File: config.mk
export PLATFORM = sky130hd
export DESIGN_NAME = png_chunk_crc
export DESIGN_NICKNAME = d
export VERILOG_FILES = /design/src/rtl/png_pkg.sv /design/src/rtl/crc32_upd.sv /design/src/rtl/png_chunk_crc.sv
export SDC_FILE = /design/constraint.sdc
export NUM_CORES = 1
export LEC_CHECK = 0
export CAP_MARGIN = 20
export CELL_PAD_IN_SITES_DETAIL_PLACEMENT = 0
export CELL_PAD_IN_SITES_GLOBAL_PLACEMENT = 1
export CORE_MARGIN = 10
export CORE_UTILIZATION = 41
export CTS_CLUSTER_DIAMETER = 120
export CTS_CLUSTER_SIZE = 28
export DETAILED_ROUTE_END_ITERATION = 16
export GPL_ROUTABILITY_DRIVEN = 1
export PLACE_DENSITY = 0.86
export REMOVE_ABC_BUFFERS = 1
export SKIP_LAST_GASP = 1
export SLEW_MARGIN = 20
export SYNTH_ARGS = -nofsm -noshare
export SYNTH_HDL_FRONTEND = slang
export SYNTH_SLANG_ARGS = --single-unit
File: constraint.sdc
create_clock -name clk -period 6 [get_ports clk]
set_input_delay 1.2 -clock clk [delete_from_list [all_inputs] [get_ports clk]]
set_output_delay 1.2 -clock clk [all_outputs]
set_load 0.02 [all_outputs]
File: src/rtl/png_pkg.sv
// Shared constants for PNG chunk CRC: CRC-32 parameters, FSM encoding and
// well-known chunk type codes, plus the single-byte reflected CRC step.
package png_pkg;

    localparam logic [31:0] CRC_POLY = 32'hEDB8_8320;
    localparam logic [31:0] CRC_INIT = 32'hFFFF_FFFF;
    localparam logic [31:0] CRC_XOR  = 32'hFFFF_FFFF;

    localparam logic [31:0] TYP_IHDR = 32'h4948_4452;
    localparam logic [31:0] TYP_IDAT = 32'h4944_4154;
    localparam logic [31:0] TYP_IEND = 32'h4945_4E44;

    typedef enum logic [1:0] {
        ST_IDLE = 2'd0,
        ST_TYP  = 2'd1,
        ST_DAT  = 2'd2,
        ST_FIN  = 2'd3
    } state_t;

    // Reflected CRC: byte enters at the LSB end, one shift per bit.
    function automatic logic [31:0] crc_byte(input logic [31:0] crc, input logic [7:0] b);
        logic [31:0] c;
        c = crc ^ {24'h0, b};
        for (int i = 0; i < 8; i++) begin
            c = c[0] ? ((c >> 1) ^ CRC_POLY) : (c >> 1);
        end
        return c;
    endfunction

endpackage

File: src/rtl/crc32_upd.sv
// Combinational CRC-32 update over the first cnt_i bytes of an MSB-first word.
module crc32_upd
    import png_pkg::*;
#(
    parameter int NB = 4
) (
    input  logic [31:0]          crc_i,
    input  logic [NB*8-1:0]      dat_i,
    input  logic [$clog2(NB):0]  cnt_i,
    output logic [31:0]          crc_o
);

    always_comb begin
        crc_o = crc_i;
        for (int i = 0; i < NB; i++) begin
            if (i < int'(cnt_i)) begin
                crc_o = crc_byte(crc_o, dat_i[8*(NB-1-i) +: 8]);
            end
        end
    end

endmodule

File: src/rtl/png_chunk_crc.sv
// PNG chunk CRC engine: folds the 4-byte type then a byte stream of DATA_WD-wide
// beats into CRC-32, and counts data bytes for the chunk length field.
module png_chunk_crc
    import png_pkg::*;
#(
    parameter int DATA_WD = 32
) (
    input  logic                clk,
    input  logic                rstn,
    input  logic                start_i,
    input  logic [31:0]         typ_i,
    input  logic                emp_i,
    input  logic                val_i,
    output logic                rdy_o,
    input  logic [DATA_WD-1:0]  dat_i,
    input  logic                lst_i,
    input  logic [$clog2(DATA_WD/8):0] nbyt_i,
    output logic                busy_o,
    output logic                val_o,
    output logic [31:0]         dat_o,
    output logic [31:0]         len_o,
    output logic                done_o
);

    localparam int NB    = DATA_WD / 8;
    localparam int NB_WD = $clog2(NB) + 1;

    state_t             state;
    logic [31:0]        crc;
    logic [31:0]        typ_q;
    logic               emp_q;
    logic [31:0]        crc_typ;
    logic [31:0]        crc_dat;
    logic [NB_WD-1:0]   cnt;
    logic               beat;

    // Last beat contributes nbyt_i bytes, clamped to the lane count.
    always_comb begin
        cnt = NB_WD'(NB);
        if (lst_i) begin
            cnt = (nbyt_i > NB_WD'(NB)) ? NB_WD'(NB) : nbyt_i;
        end
    end

    assign beat   = (state == ST_DAT) && val_i && rdy_o;
    assign busy_o = (state != ST_IDLE);

    crc32_upd #(.NB(4)) u_crc_typ (
        .crc_i (crc),
        .dat_i (typ_q),
        .cnt_i (3'd4),
        .crc_o (crc_typ)
    );

    crc32_upd #(.NB(NB)) u_crc_dat (
        .crc_i (crc),
        .dat_i (dat_i),
        .cnt_i (cnt),
        .crc_o (crc_dat)
    );

    always_ff @(posedge clk) begin
        if (!rstn) begin
            state  <= ST_IDLE;
            crc    <= CRC_INIT;
            emp_q  <= 1'b0;
            len_o  <= 32'h0;
            rdy_o  <= 1'b0;
            val_o  <= 1'b0;
            done_o <= 1'b0;
        end else begin
            val_o  <= 1'b0;
            done_o <= 1'b0;
            case (state)
                ST_IDLE: begin
                    if (start_i) begin
                        state <= ST_TYP;
                        emp_q <= emp_i;
                        crc   <= CRC_INIT;
                        len_o <= 32'h0;
                    end
                end
                ST_TYP: begin
                    crc <= crc_typ;
                    if (emp_q) begin
                        state  <= ST_FIN;
                        val_o  <= 1'b1;
                        done_o <= 1'b1;
                    end else begin
                        state <= ST_DAT;
                        rdy_o <= 1'b1;
                    end
                end
                ST_DAT: begin
                    if (beat) begin
                        crc   <= crc_dat;
                        len_o <= len_o + 32'(cnt);
                        if (lst_i) begin
                            state  <= ST_FIN;
                            rdy_o  <= 1'b0;
                            val_o  <= 1'b1;
                            done_o <= 1'b1;
                        end
                    end
                end
                ST_FIN: begin
                    state <= ST_IDLE;
                end
                default: begin
                    state <= ST_IDLE;
                    rdy_o <= 1'b0;
                end
            endcase
        end
    end

    // Result and captured type are plain data: loaded on their events, held otherwise.
    always_ff @(posedge clk) begin
        if (state == ST_IDLE && start_i) begin
            typ_q <= typ_i;
        end
        if (state == ST_TYP && emp_q) begin
            dat_o <= crc_typ ^ CRC_XOR;
        end else if (beat && lst_i) begin
            dat_o <= crc_dat ^ CRC_XOR;
        end
    end

endmodule

==> impl_metrics.env <==
export IMPL_clkLatencyLatePin_ns=0.43
export IMPL_crit_required_ns=6.30
export IMPL_cts_buffers=17
export IMPL_final_common_cell="xnor2_1"
export IMPL_ys_flop_type="dfxtp_1"
export IMPL_via_per_inst=5.23
export IMPL_antenna_found_initial=0
export IMPL_min_period_ns=5.90
export IMPL_final_util_pct=55.6
export IMPL_fin_crit_sh_pct=98.3
export IMPL_stdcell_area_mm2=0.0181
export IMPL_slew_viol_final=0
export IMPL_wire_per_inst_um=21.7
export IMPL_overflow=0
export IMPL_cts_root_buffer_cell="clkbuf_16"
export IMPL_crit_chain="clkdlybuf4s50_1, buf_6, nor4b_4, buf_4, mux2i_4, xnor2_2, xnor3_1, xnor3_2, mux2i_4, a2111oi_4, buf_4, xnor2_2, xnor3_1, mux2i_4, xor2_4, buf_6, xnor2_1, buf_4, xnor2_2, nand2_1, a31oi_1, buf_4"
export IMPL_drt_pass1_iterations=5
export IMPL_crit_family="XOR/XNOR gates"
export IMPL_seq_area_frac_synth_pct=24.4
export IMPL_reg2regPathDepth=20
export IMPL_cts_path_max_buffers=2
export IMPL_synthArstFlopShare_pct=0
export IMPL_end_kind="register"
export IMPL_place_ws_ns=-0.367
export IMPL_wl_mm=48.0
export IMPL_core_mm2=0.0325
export IMPL_hold_viol=0
export IMPL_vias=11581
export IMPL_drtIter0Drc=1056
export IMPL_antenna_left=0
export IMPL_die_h_um=202
export IMPL_min_path_type="reg2reg"
export IMPL_critical_path_depth=22
export IMPL_port_buffers=140
export IMPL_syn_to_final_growth_pct=33.6
export IMPL_syn_avg_cell_area_um2=9.72
export IMPL_grt_pass1_vias=11549
export IMPL_ys_warn_count=0
export IMPL_yosysUniqueCellTypes=76
export IMPL_startpoint_type="input pin"
export IMPL_status="complete, no violations"
export IMPL_gp_congestion=1.00
export IMPL_fin_tns_setup_ns=0
export IMPL_synth_cells=1392
export IMPL_ioPinCount=141
export IMPL_layout_drive_gt1_share_pct=21.8
export IMPL_clk_pin_slew_ns=0.06
export IMPL_grt_max_degree=39
export IMPL_critPathSlowestCell="xnor3_2"
export IMPL_rows=66
export IMPL_worstSetupPathType="in2reg"
export IMPL_fmax_mhz=170
export IMPL_worstHoldPathCells=2
export IMPL_drc=0
export IMPL_setup_viol=0
export IMPL_initial_core_util_pct=41.6
export IMPL_die_area_mm2=0.0407
export IMPL_cpPeakStageDelay_ns=0.48
export IMPL_h_tree_depth=4
export IMPL_synth_edf_count=64
export IMPL_die_w_um=202
export IMPL_hpwlAfterDp_mm=38.4
export IMPL_relSlewSlack_pct=37.3
export IMPL_postPlaceCellArea_mm2=0.0172
export IMPL_max_cap_violations=0
export IMPL_grt_pass1_wl_mm=71.6
export IMPL_tightest_slew_ns=0.940
export IMPL_nets=1842
export IMPL_path_max_fanout=5
export IMPL_grtUsageTotal_pct=22.9
export IMPL_synth_seq_cells=133
export IMPL_arrival_ns=6.19
export IMPL_cts_tree="done"
export IMPL_synth_area_mm2=0.0135
export IMPL_worst_slack_ns=0.103
export IMPL_layout_common_cells="xnor2_1, buf_4, clkdlybuf4s50_1, xor2_1, nor2_1"
export IMPL_fin_worst_skew_ns=0.00998
export IMPL_cts_sinks=133
export IMPL_insertedDiodeCount=0
export IMPL_cpMostUsedCell="buf_4"
export IMPL_path_buf_inv=7
==> flip-flops by register name (all words and copies together) (netlist names) <==
register / flops
crc: 32
dat_o: 32
done_o: 1
emp_q: 1
len_o: 32
rdy_o: 1
state: 2
typ_q: 32
==> cell usage after synthesis, types with 9 or more instances <==
| library cell | instances | area (µm²) |
|---|---|---|
| xnor2_1 | 364 | 3190 |
| xor2_1 | 134 | 1170 |
| nor2_1 | 123 | 462 |
| nand2_1 | 84 | 315 |
| dfxtp_1 | 69 | 1380 |
| edfxtp_1 | 64 | 1920 |
| a21oi_1 | 62 | 310 |
| o21ai_0 | 52 | 260 |
| xnor3_1 | 49 | 1100 |
| mux2i_1 | 47 | 470 |
| clkbuf_1 | 46 | 173 |
| nand3_1 | 33 | 165 |
| xnor2_2 | 20 | 325 |
| o21a_1 | 17 | 128 |
| o221ai_1 | 13 | 114 |
| and3_1 | 11 | 68.8 |
| a31oi_1 | 10 | 62.6 |
| inv_1 | 9 | 33.8 |
| o21ai_1 | 9 | 45.0 |
==> worst paths after layout <==
path          endpoint  startpoint  slack (ns)
max           dat_o[3]       lst_i        0.10
min          len_o[31]   len_o[31]        0.52
max reg2reg   dat_o[3]      crc[1]        0.47
min reg2reg  len_o[31]   len_o[31]        0.52
==> through the flow <==
step / hold slack [ns] / std cells
4_1_cts: 0.516 / 2202
3_3_place_gp: 0.481 / 2170
2_1_floorplan: 0.481 / 1330
3_5_place_dp: 0.508 / 2170
5_1_grt: 0.543 / 2216
6_report: 0.518 / 2216
==> cell families after synthesis <==
kind of cell / after synthesis / share of synthesized area, %
AND/OR/NAND/NOR: 312 / 10.6
AO/OA/AOI/OAI: 223 / 10.8
buffers and inverters: 72 / 2.23
multiplexers: 55 / 4.51
flip-flops: 133 / 24.4
XOR/XNOR: 589 / 46.6
adder cells (fa/ha/maj): 8 / 0.795
==> tightest hold or removal path, stage by stage, from the launching register on <==
cell and delay (ns):
dfxtp_1 0.34, xor2_1 0.07, nor2_1 0.07
==> final cells by class <==
type	instances	area, µm²
fill	2957	14500
multi-input combinational	1187	10100
timing repair buffer	412	3530
sequential	133	3300
tap	442	553
clock buffer	17	425
clock inverter	15	154
inverter	10	37.5
==> timing repair <==
| item | 4_1_cts | 5_1_grt |
|---|---|---|
| gates resized for setup | 0 | 32 |
| setup endpoints to repair | 0 | 41 |
| hold buffers | 0 | 0 |
| buffers inserted | 0 | 13 |
==> metal layers <==
layer  part of all wire [%]  track usage (%)
met5                      0                0
met2                     46             37.1
met3                    7.4             4.35
met4                    2.4             5.83
met1                     44             30.5
Power is left out: the tool's default activity adds up to more than one toggle a clock period on the data nets, which glitch-free logic cannot reach.
